<file path="src/rtl/dram_ctrl_pkg.sv">
`default_nettype none
// +------------------------------------------------------------------+
// | dram_ctrl_pkg : state encodings and defaults for dram_ctrl       |
// | Rev 1.0                                                          |
// +------------------------------------------------------------------+
package dram_ctrl_pkg;

    typedef enum logic [1:0] {
        DRAM_IDLE = 2'd0,
        DRAM_RD   = 2'd1,
        DRAM_WR   = 2'd2,
        DRAM_DONE = 2'd3
    } dram_state_e;

    localparam int DRAM_TIMEOUT   = 64;
    localparam int DRAM_WORD_LSB  = 2;

endpackage
`default_nettype wire

</file>
<file path="src/rtl/dram_ctrl.sv">
`default_nettype none
// +------------------------------------------------------------------+
// | dram_ctrl : mem-stage RAM request to handshaked SRAM, RMW stores |
// | Rev 1.0                                                          |
// +------------------------------------------------------------------+
module dram_ctrl
    import dram_ctrl_pkg::*;
#(
    parameter int ADDR_WIDTH = 32,
    parameter int DATA_WIDTH = 32,
    parameter int TIMEOUT    = DRAM_TIMEOUT
) (
    input  logic                               clk_i,
    input  logic                               rst_i,
    input  logic                               ce_i,
    input  logic                               we_i,
    input  logic [ADDR_WIDTH-1:0]              addr_i,
    input  logic [DATA_WIDTH-1:0]              wdata_i,
    output logic [DATA_WIDTH-1:0]              rdata_o,
    output logic                               stall_o,
    output logic                               err_o,
    output logic                               sram_req_o,
    output logic                               sram_we_o,
    output logic [ADDR_WIDTH-DRAM_WORD_LSB-1:0] sram_addr_o,
    output logic [DATA_WIDTH-1:0]              sram_wdata_o,
    input  logic [DATA_WIDTH-1:0]              sram_rdata_i,
    input  logic                               sram_ack_i
);

    localparam int               CNT_W      = $clog2(TIMEOUT);
    localparam logic [CNT_W-1:0] c_WAIT_MAX = CNT_W'(TIMEOUT - 1);

    dram_state_e                          state_q;
    logic [CNT_W-1:0]                     wait_cnt_q;
    logic [DATA_WIDTH-1:0]                rdata_q;
    logic [ADDR_WIDTH-DRAM_WORD_LSB-1:0]  addr_q;
    logic                                 err_q;
    logic                                 req_q;
    logic                                 we_q;
    logic                                 w_timeout;
    logic                                 w_unused_addr_lsb;

    assign w_timeout         = (wait_cnt_q == c_WAIT_MAX);
    assign w_unused_addr_lsb = ^addr_i[DRAM_WORD_LSB-1:0];

    always_ff @(posedge clk_i or posedge rst_i) begin
        if (rst_i) begin
            state_q    <= DRAM_IDLE;
            wait_cnt_q <= '0;
            rdata_q    <= '0;
            addr_q     <= '0;
            err_q      <= 1'b0;
            req_q      <= 1'b0;
            we_q       <= 1'b0;
        end else begin
            case (state_q)
                DRAM_IDLE: begin
                    if (ce_i) begin
                        addr_q     <= addr_i[ADDR_WIDTH-1:DRAM_WORD_LSB];
                        wait_cnt_q <= '0;
                        req_q      <= 1'b1;
                        we_q       <= 1'b0;
                        state_q    <= DRAM_RD;
                    end
                end
                DRAM_RD: begin
                    // An ack in the timeout cycle still completes the read normally.
                    if (sram_ack_i) begin
                        rdata_q    <= sram_rdata_i;
                        wait_cnt_q <= '0;
                        if (we_i) begin
                            we_q    <= 1'b1;
                            state_q <= DRAM_WR;
                        end else begin
                            req_q   <= 1'b0;
                            state_q <= DRAM_DONE;
                        end
                    end else if (w_timeout) begin
                        err_q   <= 1'b1;
                        rdata_q <= '0;
                        req_q   <= 1'b0;
                        state_q <= DRAM_DONE;
                    end else begin
                        wait_cnt_q <= wait_cnt_q + CNT_W'(1);
                    end
                end
                DRAM_WR: begin
                    if (sram_ack_i) begin
                        req_q   <= 1'b0;
                        we_q    <= 1'b0;
                        state_q <= DRAM_DONE;
                    end else if (w_timeout) begin
                        err_q   <= 1'b1;
                        rdata_q <= '0;
                        req_q   <= 1'b0;
                        we_q    <= 1'b0;
                        state_q <= DRAM_DONE;
                    end else begin
                        wait_cnt_q <= wait_cnt_q + CNT_W'(1);
                    end
                end
                DRAM_DONE: begin
                    state_q <= DRAM_IDLE;
                end
                default: begin
                    req_q   <= 1'b0;
                    we_q    <= 1'b0;
                    state_q <= DRAM_IDLE;
                end
            endcase
        end
    end

    assign rdata_o      = rdata_q;
    assign err_o        = err_q;
    assign sram_req_o   = req_q;
    assign sram_we_o    = we_q;
    assign sram_addr_o  = addr_q;
    // Write data comes straight from mem, which has merged against rdata_o.
    assign sram_wdata_o = (state_q == DRAM_WR) ? wdata_i : '0;
    assign stall_o      = ((state_q == DRAM_IDLE) && ce_i)
                        || (state_q == DRAM_RD)
                        || (state_q == DRAM_WR);

endmodule
`default_nettype wire

</file>
<file path="config.mk">
export PLATFORM = sky130hd
export DESIGN_NAME = dram_ctrl
export DESIGN_NICKNAME = d
export VERILOG_FILES = /design/src/rtl/dram_ctrl_pkg.sv /design/src/rtl/dram_ctrl.sv
export SDC_FILE = /design/constraint.sdc
export NUM_CORES = 1
export LEC_CHECK = 0
export ABC_CLOCK_PERIOD_IN_PS = 3800
export CORE_ASPECT_RATIO = 0.9
export CORE_MARGIN = 5
export CORE_UTILIZATION = 35
export DETAILED_ROUTE_END_ITERATION = 10
export DONT_BUFFER_PORTS = 1
export PLACE_DENSITY = 0.61
export SLEW_MARGIN = 10
export SYNTH_ARGS = -nofsm -noshare
export SYNTH_HDL_FRONTEND = slang
export SYNTH_SLANG_ARGS = --single-unit
</file>
<file path="constraint.sdc">
create_clock -name clk_i -period 3.8 [get_ports clk_i]
set_input_delay 0.76 -clock clk_i [delete_from_list [all_inputs] [get_ports clk_i]]
set_output_delay 0.76 -clock clk_i [all_outputs]
set_load 0.05 [all_outputs]
</file>
Word level (Yosys, flattened, before mapping)
Cells that the tools add are included.

storage, ports and cells
  output and inout bits = 98
  register bits = 73
  input bits = 101
  logic and storage cells = 60

operators by class
  bitwise operators = 1
  $add $sub $neg = 1
  equality and inequality tests = 10
  multiplexer cells = 28
  reductions and logical operators = 13

operators with widths
  kind                 count
  $mux 32              4
  $pmux 32 s2          1
  $mux 6               4
  $pmux 6 s3           1
  $mux 1               11
  $reduce_and 3->1     3
  $mux 2               4
  $ne 2x2->1 const B   4
  $pmux 2 s4           1
  $add 6x1->6 const B  1
  $eq 6x6->1 const B   1
  $ne 3x3->1 const B   2
  $pmux 1 s3           2
  $reduce_and 5->1     1
  $eq 2x2->1 const B   2
  $reduce_and 2->1     2
  $reduce_bool 3->1    1
  $eq 2x1->1 const B   1
  $logic_not 2->1      1
  $logic_or 1x1->1     2
  $reduce_bool 2->1    1
  $reduce_or 2->1      1
  $logic_and 1x1->1    1
  $not 1->1            1

Longest topological paths before layout
Gate-level depths: netlist of run 1.

  depth in word-level cells = 4
  depth in mapped cells = 7
  gate-level depth less buffers = 6

Least setup slack after synthesis of run 1
OpenSTA, ideal clock, no wires.

  path type = register to output
  from = reg state_q[0]
  to = out sram_wdata_o[10]
  data arrival time = 1.681 ns
  required time = 3.040 ns
  setup slack = 1.359 ns
  stages on the path, launching flop included = 6
  path through = dfrtp_1 > inv_1 > ha_1 > buf_2 > clkbuf_1 > and2_1

between the ends
  cells in the longest elaborated chain, start to end = 2

RTL lines
  what                      RTL line          RTL
  start: declaration        dram_ctrl.sv:33   dram_state_e state_q;
  start signal: assignment  dram_ctrl.sv:48   state_q <= DRAM_IDLE;
  start signal: assignment  dram_ctrl.sv:63   state_q <= DRAM_RD;
  start signal: assignment  dram_ctrl.sv:73   state_q <= DRAM_WR;
  $eq 2x2->1                dram_ctrl.sv:120  assign sram_wdata_o = (state_q == DRAM_WR) ? wdata_i : '0;
  $mux 32                   dram_ctrl.sv:120
  end: declaration          dram_ctrl.sv:25   output logic [DATA_WIDTH-1:0] sram_wdata_o,

No other way between the ends.

Worst setup path after layout of run 1
  from = reg state_q[0]
  to = out stall_o

between the ends
  cells in the longest elaborated chain, start to end = 4
  elaborated cells on any way between the ends = 6
  classes of those cells = eq/ne: 2; reduce/logical: 4

RTL lines
  what                  RTL line          RTL
  $logic_not 2->1       dram_ctrl.sv:121  assign stall_o = ((state_q == DRAM_IDLE) && ce_i)
  $logic_and 1x1->1     dram_ctrl.sv:121
  $logic_or 1x1->1      dram_ctrl.sv:122  || (state_q == DRAM_RD)
  $logic_or 1x1->1 (*)  dram_ctrl.sv:123  || (state_q == DRAM_WR);
  end: declaration      dram_ctrl.sv:20   output logic stall_o,

Mark *: on every way between the ends. The rest lies on a longest branch, timed or not.

==> run metrics, run 1 <==
instance count on the critical path 6; Vert. Die Dim ~100 um; fillcell total 871; r2r startpoint state_q[0]$_DFFE_PP0N_; crit-path max FO 34; Via-to-Cell Ratio approximately 5.2; launch point of the worst path state_q[0]$_DFFE_PP0N_; most common cell after layout, fill and taps aside dfrtp_1; Required @ worst endpoint 3.04 ns; Initial Util a little over a third; via count ~2000; total clock sinks 73; clk_lat worst skew roughly 0.33 ns; CP startpoint kind flip-flop; CP endpoint kind output pin; Fmax achieved roughly 0.33 GHz; Max Cap Viol 0; reg-to-reg endpoint rdata_o[23]$_DFFE_PP0P_; Worst Setup Path Type reg2out; final setup fails 0; Final Cycle Share about 80%; Clock Pin Slew Worst Setup and Hold Paths roughly 0.080 ns; WL/cell roughly 19 um; postcts setup bufs 0; # rows 33; overflow left after global routing 0; share of cells above drive strength 1 24.4%; Slowest-stage cell, CP ha_1; most frequent cells in the layout dfrtp_1, a22o_1, and2_1; H-tree lvl count 3; routability cong. approximately 0.8; antenna fix cells 0; Buf+Inv Stages, Crit Path 3; # IOs 199; CTS resizes 0; die area 11100 um^2; DR pass1 iterations 4; Hold Vio Cnt, Final 0; Yosys warnings 0; Synth Instances 246; Hold-fix buffers, CTS 0; Period minus WS final about 3 ns; wirelength, routed between 7000 and 8000 um; Final Max Slew Viols 0; total track usage between 10% and 20%; Least-Margin Pin Slew between 0.7 and 0.8 ns; CTS tree yes; HP Class in2async; Detail Route Antenna Nets 0; RSZ-0062 raised after global routing no; CORE AREA about 9000 um^2; Critical Path, Cell by Cell inv_1 > ha_1 > buf_4 > nor2_1 > nand2_1 > buf_4; clk_skew between 0.007 and 0.008 ns; Die Width between 100 and 150 um; Mapped Nets about 350; post-DP HPWL about 5300 um; Max-slew headroom a little over half; first-pass GRT wire length about 11000 um; Critical Path Sink stall_o; largest net degree at the start of global routing 46; Reg2Reg Depth 8; Largest stage delay, worst path 0.64 ns; post-synthesis cell type count 36; area grow syn2layout 10.3%; Post-Syn Area per Cell roughly 13 um^2; maximum buffer depth of the clock tree 2; # port buffers 0; R2R Setup Slk 1.46 ns; vias in the first global route 2019; setup_tns 0 ns; # DRC 0; Mapped Area ~3200 um^2; initial antenna violation count 0; register area share after synthesis 57.4%; DRC marker count from the first detailed-route iteration 89; run status finished, final reports clean; Seq cells post-synth 73; Worst Path Arrival between 2 and 2.5 ns; CTS buffer count 9; Crit path max-delay family buffers and inverters; fin nets roughly 360; clk root buf clkbuf_8; CP dominant cell by count buf_4
[per-stage QoR]
stage	cell area, um^2	util [%]	hold slack [ns]	worst slack [ns]	std cells
floorplan	3180	-	0.484	1.19	246
global placement	3310	36.8	0.508	1.25	360
detailed placement	3310	36.8	0.531	1.17	360
CTS	3510	39.0	0.370	0.789	376
global route	3510	39.0	0.407	0.503	376
finish	3510	39.0	0.364	0.788	376
[cell type report]
class	instances	area, um^2	share of cell area (%)
timing repair buffer	6	45.0	1.28
clock inverter	7	71.3	2.03
clock buffer	9	124	3.53
sequential	73	1830	52.1
inverter	6	22.5	0.642
multi-input combinational	153	1260	36.1
tap	122	153	4.35
[state kept, by name (all words and copies together), names as in the netlist]
signal and count:
rdata_o 32, sram_addr_o 30, wait_cnt_q 6, state_q 2
err_o 1, sram_req_o 1, sram_we_o 1
[Yosys cell counts, drive strengths merged]
library cell	n	area share [%]
nand3	2	0.47
nand2b	3	0.59
a31o	2	0.55
a21oi	5	0.79
a311oi	1	0.28
nor2b	2	0.39
clkbuf	3	0.35
o21a	1	0.24
a2111oi	1	0.28
a41oi	1	0.28
nor3b	2	0.63
mux2	30	11
dfrtp	73	57
a21o	1	0.24
o31ai	1	0.24
nor2	7	1.1
or2	1	0.28
nor4	2	0.39
a211oi	4	1.3
a22o	34	9.4
buf	11	1.9
nand2	4	0.47
inv	6	0.71
ha	6	2.4
and2	32	6.3
o21ai	8	1.6
a32o	1	0.31
and3	1	0.20
o32a	1	0.31
[worst min-delay path by stage]
stage | slack [ns] | start | to | cells after the start
final | 0.36 | rst_i | sram_addr_o[25]$_DFFE_PP0P_ | 1
after CTS | 0.37 | rst_i | sram_addr_o[25]$_DFFE_PP0P_ | 1
after global routing | 0.41 | rst_i | sram_addr_o[2]$_DFFE_PP0P_ | 1
after global placement | 0.51 | wait_cnt_q[1]$_DFFE_PP0P_ | wait_cnt_q[1]$_DFFE_PP0P_ | 1
after detailed placement | 0.53 | wait_cnt_q[1]$_DFFE_PP0P_ | wait_cnt_q[1]$_DFFE_PP0P_ | 1
after floorplan | 0.48 | wait_cnt_q[1]$_DFFE_PP0P_ | wait_cnt_q[1]$_DFFE_PP0P_ | 1
[routing by layer]
layer,track usage [%],vias to the layer above,share of wire [%]
li1,-,892,-
met1,15.9,945,43
met2,17.7,118,44
met3,7.29,8,12
met4,4.73,0,1.3
met5,0,-,0
[cells by family after synthesis]
logic type	count (synthesis)	share of synthesized area, %
AO/OA/AOI/OAI	61	15.8
AND/OR/NAND/NOR	56	10.8
buffers and inverters	20	2.99
multiplexers	30	10.6
adder cells (fa/ha/maj)	6	2.36
flip-flops	73	57.4
Power of run 1 is not shown: default switching activity piles up to over one toggle a cycle in this logic, so the estimate is an artifact.
==> inputs of run 2 (changes only) <==
--- a/config.mk
+++ b/config.mk
@@ -5,13 +5,14 @@
 export SDC_FILE = /design/constraint.sdc
 export NUM_CORES = 1
 export LEC_CHECK = 0
-export ABC_CLOCK_PERIOD_IN_PS = 3800
+export ABC_AREA = 1
+export ABC_CLOCK_PERIOD_IN_PS = 2700
 export CORE_ASPECT_RATIO = 0.9
 export CORE_MARGIN = 5
 export CORE_UTILIZATION = 35
 export DETAILED_ROUTE_END_ITERATION = 10
 export DONT_BUFFER_PORTS = 1
-export PLACE_DENSITY = 0.61
+export PLACE_DENSITY = 0.63
 export SLEW_MARGIN = 10
 export SYNTH_ARGS = -nofsm -noshare
 export SYNTH_HDL_FRONTEND = slang
==> constraint.sdc (replaced) <==
create_clock -name clk_i -period 2.7 [get_ports clk_i]
set_input_delay 0.54 -clock clk_i [delete_from_list [all_inputs] [get_ports clk_i]]
set_output_delay 0.54 -clock clk_i [all_outputs]
set_load 0.05 [all_outputs]
==> run metrics, run 2 <==
Post-Syn Area per Cell 9.33 um^2 (was 12.9 um^2); Net Sw Power between 3000 and 4000 uW; Post-synth EDFFs 0 (unchanged); Critical Path, Cell by Cell inv_1 > ha_1 > buf_12 > nand2_1 > inv_1 (was inv_1 > ha_1 > buf_4 > nor2_1 > nand2_1 > buf_4); placed cell area 3960 um^2 (was 3310 um^2); area grow syn2layout 21.8% (was 10.3%); via count 2601 (was 1963); post-DP HPWL 6860 um (was 5330 um); Initial Util 36.1% (was 35.3%); worst vdd ir slightly above 0.7 mV; HP Class in2async (unchanged); routability cong. 0.844 (was 0.780); Int Pwr 3270 uW; Least-Margin Pin Slew 0.731 ns (was 0.714 ns); Via-to-Cell Ratio 4.85 (was 5.22); Crit path max-delay family buffers and inverters (unchanged); crit-path max FO 38 (was 34); wirelength, routed 8920 um (was 7170 um); Worst Path Arrival 1.71 ns (was 2.25 ns); post-synth top area share 51.7% (was 57.4%); combinational share of power 29.7%; post-synthesis cell type count 24 (was 36); Synth top cells by count nand2_1, dfrtp_1, inv_1 (was dfrtp_1, a22o_1, and2_1); Final Max Slew Viols 0 (unchanged); share of cells above drive strength 1 29.3% (was 24.4%); vias in the first global route 2725 (was 2019); switching part of the total power 52.8%; ys async rst share 100% (unchanged); Clock Power Share about a fifth; clk root buf clkbuf_16 (was clkbuf_8); Seq pwr share just over 50%; WL/cell 16.6 um (was 19.1 um); Synth area leader dfrtp_1 (unchanged); Clock Pin Slew Worst Setup and Hold Paths 0.06 ns (was 0.08 ns); Leakage between 0.002 and 0.0025 uW; Final Cycle Share approximately 83%; postcts setup bufs 0 (unchanged); Vert. Die Dim 105 um (was 100 um); RSZ-0062 raised after global routing no (unchanged); Tot Pwr approximately 7000 uW; # port buffers 0 (unchanged); met1 GRT Util 15.2% (was 15.9%); CTS resizes 0 (unchanged); top post-synthesis cells by area dfrtp_1, nand2_1, mux2_2 (was dfrtp_1, mux2_2, a22o_1); Max-slew headroom 51.2% (was 52.4%); Pwr Density ~1600 nW/um^2; Die Width 116 um (was 110 um); area of the multi-input gates 1390 um^2 (was 1260 um^2); run status finished, final reports clean (unchanged); fin area 4310 um^2 (was 3510 um^2); busiest grt layer met2 (unchanged); Layout Utilization 44.0% (was 39.0%); final setup fails 0 (unchanged); top-count cell post-synth nand2_1 (was dfrtp_1); instance count on the critical path 5 (was 6); CP startpoint kind flip-flop (unchanged); largest net degree at the start of global routing 41 (was 46); Largest stage delay, worst path 0.40 ns (was 0.64 ns); Synth Instances 379 (was 246); H-tree lvl count 3 (unchanged); fin nets 513 (was 356); CP endpoint kind output pin (unchanged); max reg flops 32 (unchanged); Period minus WS final roughly 2.2 ns; CP dominant cell by count inv_1 (was buf_4); most common cell after layout, fill and taps aside nand2_1 (was dfrtp_1); Yosys warnings 0 (unchanged); initial antenna violation count 0 (unchanged); Mapped Area 3540 um^2 (was 3180 um^2); Fmax achieved 0.445 GHz; CORE AREA 9780 um^2 (was 9000 um^2); ys flop type dfrtp_1 (unchanged); maximum buffer depth of the clock tree 2 (unchanged); total clock sinks 73 (unchanged); Seq cells post-synth 73 (unchanged); Required @ worst endpoint 2.16 ns (was 3.04 ns); Reg2Reg Depth 8 (unchanged); CTS tree yes (unchanged); # IOs 199 (unchanged); # rows 34 (was 33); Hold Vio Cnt, Final 0 (unchanged); overflow left after global routing 0 (unchanged); antenna fix cells 0 (unchanged); DR pass1 iterations 4 (unchanged); Hold-fix buffers, CTS 0 (unchanged); GRT met3 Usage 6.42% (was 7.29%); met2 Use GR 25.3% (was 17.7%); Max Cap Viol 0 (unchanged); first-pass GRT wire length 14000 um (was 11000 um); sequential cell area 1830 um^2 (unchanged); clk_skew 0.0103 ns (was 0.00705 ns); total track usage 14.5% (was 12.5%); most frequent cells in the layout nand2_1, dfrtp_1, inv_1 (was dfrtp_1, a22o_1, and2_1); setup_tns 0 ns (unchanged); DRC marker count from the first detailed-route iteration 213 (was 89); clk_lat worst skew 0.33 ns (about the same); die area 12200 um^2 (was 11100 um^2); fillcell total 929 (was 871); Worst Setup Path Type reg2out (unchanged); Mapped Nets 486 (was 353); Buf+Inv Stages, Crit Path 3 (unchanged); CTS buffer count 9 (unchanged); # DRC 0 (unchanged); register area share after synthesis 51.7% (was 57.4%); Detail Route Antenna Nets 0 (unchanged); Slowest-stage cell, CP dfrtp_1 (was ha_1)
[run 2: cell types whose count changed after synthesis, sizes merged, moves of 3 or more]
cell / before / now
nand2: 4 / 129
inv: 6 / 54
a22o: 34 / 0
and2: 32 / 0
o21ai: 8 / 39
nand3: 2 / 9
a211oi: 4 / 0
nor2: 7 / 11
clkbuf: 3 / 6
nand2b: 3 / 0
[run 2: cells by family (layout without fill, tap and decap cells)]
logic type,after synthesis,after routing,share of synthesized area (%)
simple gates,153,153,17.5
flops,73,73,51.7
buf+inv,71,102,8.99
compound gates,46,46,10.2
mux,30,30,9.55
fa+ha+maj,6,6,2.12
[run 2: path summary, 6_finish.rpt]
kind	startpoint	to	slack [ns]
max	state_q[0]$_DFFE_PP0N_	sram_wdata_o[15]	0.45
min	rst_i	rdata_o[20]$_DFFE_PP0P_	0.22
max reg2reg	state_q[0]$_DFFE_PP0N_	wait_cnt_q[3]$_DFFE_PP0P_	0.62
min reg2reg	wait_cnt_q[5]$_DFFE_PP0P_	wait_cnt_q[5]$_DFFE_PP0P_	0.53
max in group asynchronous	rst_i	rdata_o[19]$_DFFE_PP0P_	1.81
min in group clk_i	sram_rdata_i[10]	rdata_o[10]$_DFFE_PP0P_	0.35
[run 2: metal layers]
layer / up-vias / part of all wire, %
li1: 1239 / -
met4: 0 / 2.2
met5: - / 0
met3: 13 / 12
met1: 1204 / 35
met2: 145 / 51
[run 2: stage by stage]
step / worst slack, ns / cells / hold WS (ns)
floorplan: 0.307 / 379 / 0.490
global placement: 0.622 / 521 / 0.514
detailed placement: 0.541 / 521 / 0.519
CTS: 0.441 / 536 / 0.241
global route: 0.354 / 536 / 0.283
finish: 0.455 / 536 / 0.220
[run 2: area by class of cell]
class | count | area share (%)
timing repair buffer | 33 | 8.95
inverter | 54 | 4.71
multi-input combinational | 235 | 32.3
tap | 126 | 3.66
sequential | 73 | 42.4
clock buffer | 10 | 5.55
clock inverter | 5 | 2.41
[run 2: power groups by stage]
stage          Combinational, uW  Clock, uW  Sequential (uW)
5_1_grt                     2280       1440             3570
3_5_place_dp                2090          0             3550
4_1_cts                     2090       1400             3530
3_3_place_gp                2030          0             3530
6_report                    2050       1360             3510
2_1_floorplan               1630          0             3410
(Power assumes the default switching activity.)
==> inputs of run 3 (changes only) <==
--- a/config.mk
+++ b/config.mk
@@ -6,13 +6,13 @@
 export NUM_CORES = 1
 export LEC_CHECK = 0
 export ABC_AREA = 1
-export ABC_CLOCK_PERIOD_IN_PS = 2700
+export ABC_CLOCK_PERIOD_IN_PS = 2200
 export CORE_ASPECT_RATIO = 0.9
 export CORE_MARGIN = 5
 export CORE_UTILIZATION = 35
 export DETAILED_ROUTE_END_ITERATION = 10
 export DONT_BUFFER_PORTS = 1
-export PLACE_DENSITY = 0.63
+export PLACE_DENSITY = 0.61
 export SLEW_MARGIN = 10
 export SYNTH_ARGS = -nofsm -noshare
 export SYNTH_HDL_FRONTEND = slang
==> constraint.sdc (replaced) <==
create_clock -name clk_i -period 2.2 [get_ports clk_i]
set_input_delay 0.44 -clock clk_i [delete_from_list [all_inputs] [get_ports clk_i]]
set_output_delay 0.44 -clock clk_i [all_outputs]
set_load 0.05 [all_outputs]
==> run metrics, run 3 (synthesis gave the netlist of run 2 again) <==
Fmax achieved between 0.4 and 0.5 GHz; Net Sw Power 4530 uW (was 3660 uW); H-tree lvl count 3 (unchanged); total track usage 14.7% (was 14.5%); antenna fix cells 0 (unchanged); Via-to-Cell Ratio 4.79 (was 4.85); CP startpoint kind flip-flop (unchanged); crit-path max FO 34 (was 38); die area 12200 um^2 (unchanged); Detail Route Antenna Nets 0 (unchanged); fin nets 518 (was 513); most frequent cells in the layout nand2_1, dfrtp_1, inv_1 (unchanged); largest net degree at the start of global routing 43 (was 41); PnR worst setup slack 0.145 ns (was 0.455 ns); # IOs 199 (unchanged); Leakage 0.00234 uW (was 0.00225 uW); switching part of the total power 52.0% (was 52.8%); clk_lat worst skew 0.33 ns (about the same); Required @ worst endpoint 1.76 ns (was 2.16 ns); worst vdd ir 0.795 mV (was 0.715 mV); routability cong. 0.772 (was 0.844); CORE AREA 9780 um^2 (unchanged); via count 2596 (was 2601); area grow syn2layout 31.7% (was 21.8%); dpl cells 526 (was 521); HP Class in2async (unchanged); DRC marker count from the first detailed-route iteration 181 (was 213); clk_skew 0.0101 ns (was 0.0103 ns); wirelength, routed 8890 um (was 8920 um); Period minus WS final around 2.1 ns; R2R Setup Slk 0.34 ns (was 0.62 ns); r2r startpoint wait_cnt_q[0]$_DFFE_PP0P_ (was state_q[0]$_DFFE_PP0N_); Hold-fix buffers, CTS 0 (unchanged); # port buffers 0 (unchanged); RSZ-0062 raised after global routing no (unchanged); Final Cycle Share between 90% and 100%; Die Width 116 um (unchanged); setup_tns 0 ns (unchanged); CTS buffer count 9 (unchanged); Clock Pin Slew Worst Setup and Hold Paths 0.06 ns (about the same); CP endpoint kind output pin (unchanged); fin area 4660 um^2 (was 4310 um^2); Max Cap Viol 0 (unchanged); DP Worst Slack 0.127 ns (was 0.541 ns); fin cells 542 (was 536); # rows 34 (unchanged); CTS tree yes (unchanged); Reg2Reg Depth 8 (unchanged); Least-Margin Pin Slew 0.695 ns (was 0.731 ns); Clock Power Share 18.7% (was 19.7%); overflow left after global routing 0 (unchanged); Final Max Slew Viols 0 (unchanged); Max-slew headroom 53.5% (was 51.2%); post-DP HPWL 6760 um (was 6860 um); Seq pwr share 49.5% (was 50.7%); WL/cell 16.4 um (was 16.6 um); Pwr Density 1870 nW/um^2 (was 1610 nW/um^2); first-pass GRT wire length 14100 um (was 14000 um); reg-to-reg endpoint rdata_o[12]$_DFFE_PP0P_ (was wait_cnt_q[3]$_DFFE_PP0P_); share of cells above drive strength 1 30.8% (was 29.3%); maximum buffer depth of the clock tree 2 (unchanged); Vert. Die Dim 105 um (unchanged); Hold Vio Cnt, Final 0 (unchanged); max reg flops 32 (unchanged); Int Pwr 4180 uW (was 3270 uW); Worst Setup Path Type reg2out (unchanged); # DRC 0 (unchanged); initial antenna violation count 0 (unchanged); Initial Util 36.1% (unchanged); Worst Path Arrival 1.61 ns (was 1.71 ns); combinational share of power 31.8% (was 29.7%); DR pass1 iterations 4 (unchanged); clk root buf clkbuf_16 (unchanged); run status finished, final reports clean (unchanged); vias in the first global route 2792 (was 2725); final setup fails 0 (unchanged); total clock sinks 73 (unchanged); placed cell area 4310 um^2 (was 3960 um^2); most common cell after layout, fill and taps aside nand2_1 (unchanged)
==> run 3: metrics by stage <==
step	hold slack, ns	total power, uW	utilization [%]
after CTS	0.107	8790	47.5
after floorplan	0.490	6190	-
after detailed placement	0.459	7140	44.0
final	0.0902	8710	47.6
after global routing	0.144	9170	47.6
after global placement	0.456	7060	44.0
==> run 3: worst max path at each step <==
| stage | from | to | slack (ns) | cells past startpoint |
|---|---|---|---|---|
| after floorplan | state_q[0]$_DFFE_PP0N_ | sram_wdata_o[10] | 0.23 | 6 |
| after global placement | state_q[0]$_DFFE_PP0N_ | rdata_o[15]$_DFFE_PP0P_ | 0.18 | 7 |
| after detailed placement | state_q[0]$_DFFE_PP0N_ | rdata_o[30]$_DFFE_PP0P_ | 0.13 | 7 |
| after CTS | state_q[0]$_DFFE_PP0N_ | sram_wdata_o[26] | 0.005 | 6 |
| after global routing | state_q[0]$_DFFE_PP0N_ | sram_wdata_o[22] | 0.05 | 6 |
| final | state_q[0]$_DFFE_PP0N_ | sram_wdata_o[26] | 0.15 | 6 |
==> run 3: layout make-up <==
| type | count | area [um^2] |
|---|---|---|
| Multi-Input combinational cell | 235 | 1400 |
| Timing Repair Buffer | 38 | 723 |
| Tap cell | 126 | 158 |
| Inverter | 54 | 206 |
| Fill cell | 880 | 5130 |
| Sequential cell | 73 | 1830 |
| Clock buffer | 12 | 267 |
| Clock inverter | 4 | 73.8 |
==> run 3: what timing repair did <==
item	in CTS	in global routing
setup buffers	0	0
resized for setup	1	2
setup endpoints to repair	33	34
==> run 3: critical path, stage by stage (launching register included) <==
cell	delay [ns]
dfrtp_1	0.42
inv_2	0.13
ha_4	0.21
buf_12	0.19
nand2_1	0.08
inv_1	0.10
buf_12	0.14
==> run 3: layer usage <==
layer  part of all wire [%]  GRT usage [%]  vias to the layer above
li1                       -              -                     1240
met5                      0              0                        -
met1                     35           16.1                     1214
met3                     13           8.08                        4
met2                     51           24.9                      138
met4                   0.79           3.73                        0
==> run 3: power groups by stage <==
stage | sequential [uW] | clock, uW | combinational (uW)
6_report | 4310 | 1630 | 2770
5_1_grt | 4380 | 1730 | 3060
3_5_place_dp | 4350 | 0 | 2790
4_1_cts | 4320 | 1670 | 2800
2_1_floorplan | 4190 | 0 | 2000
3_3_place_gp | 4340 | 0 | 2720
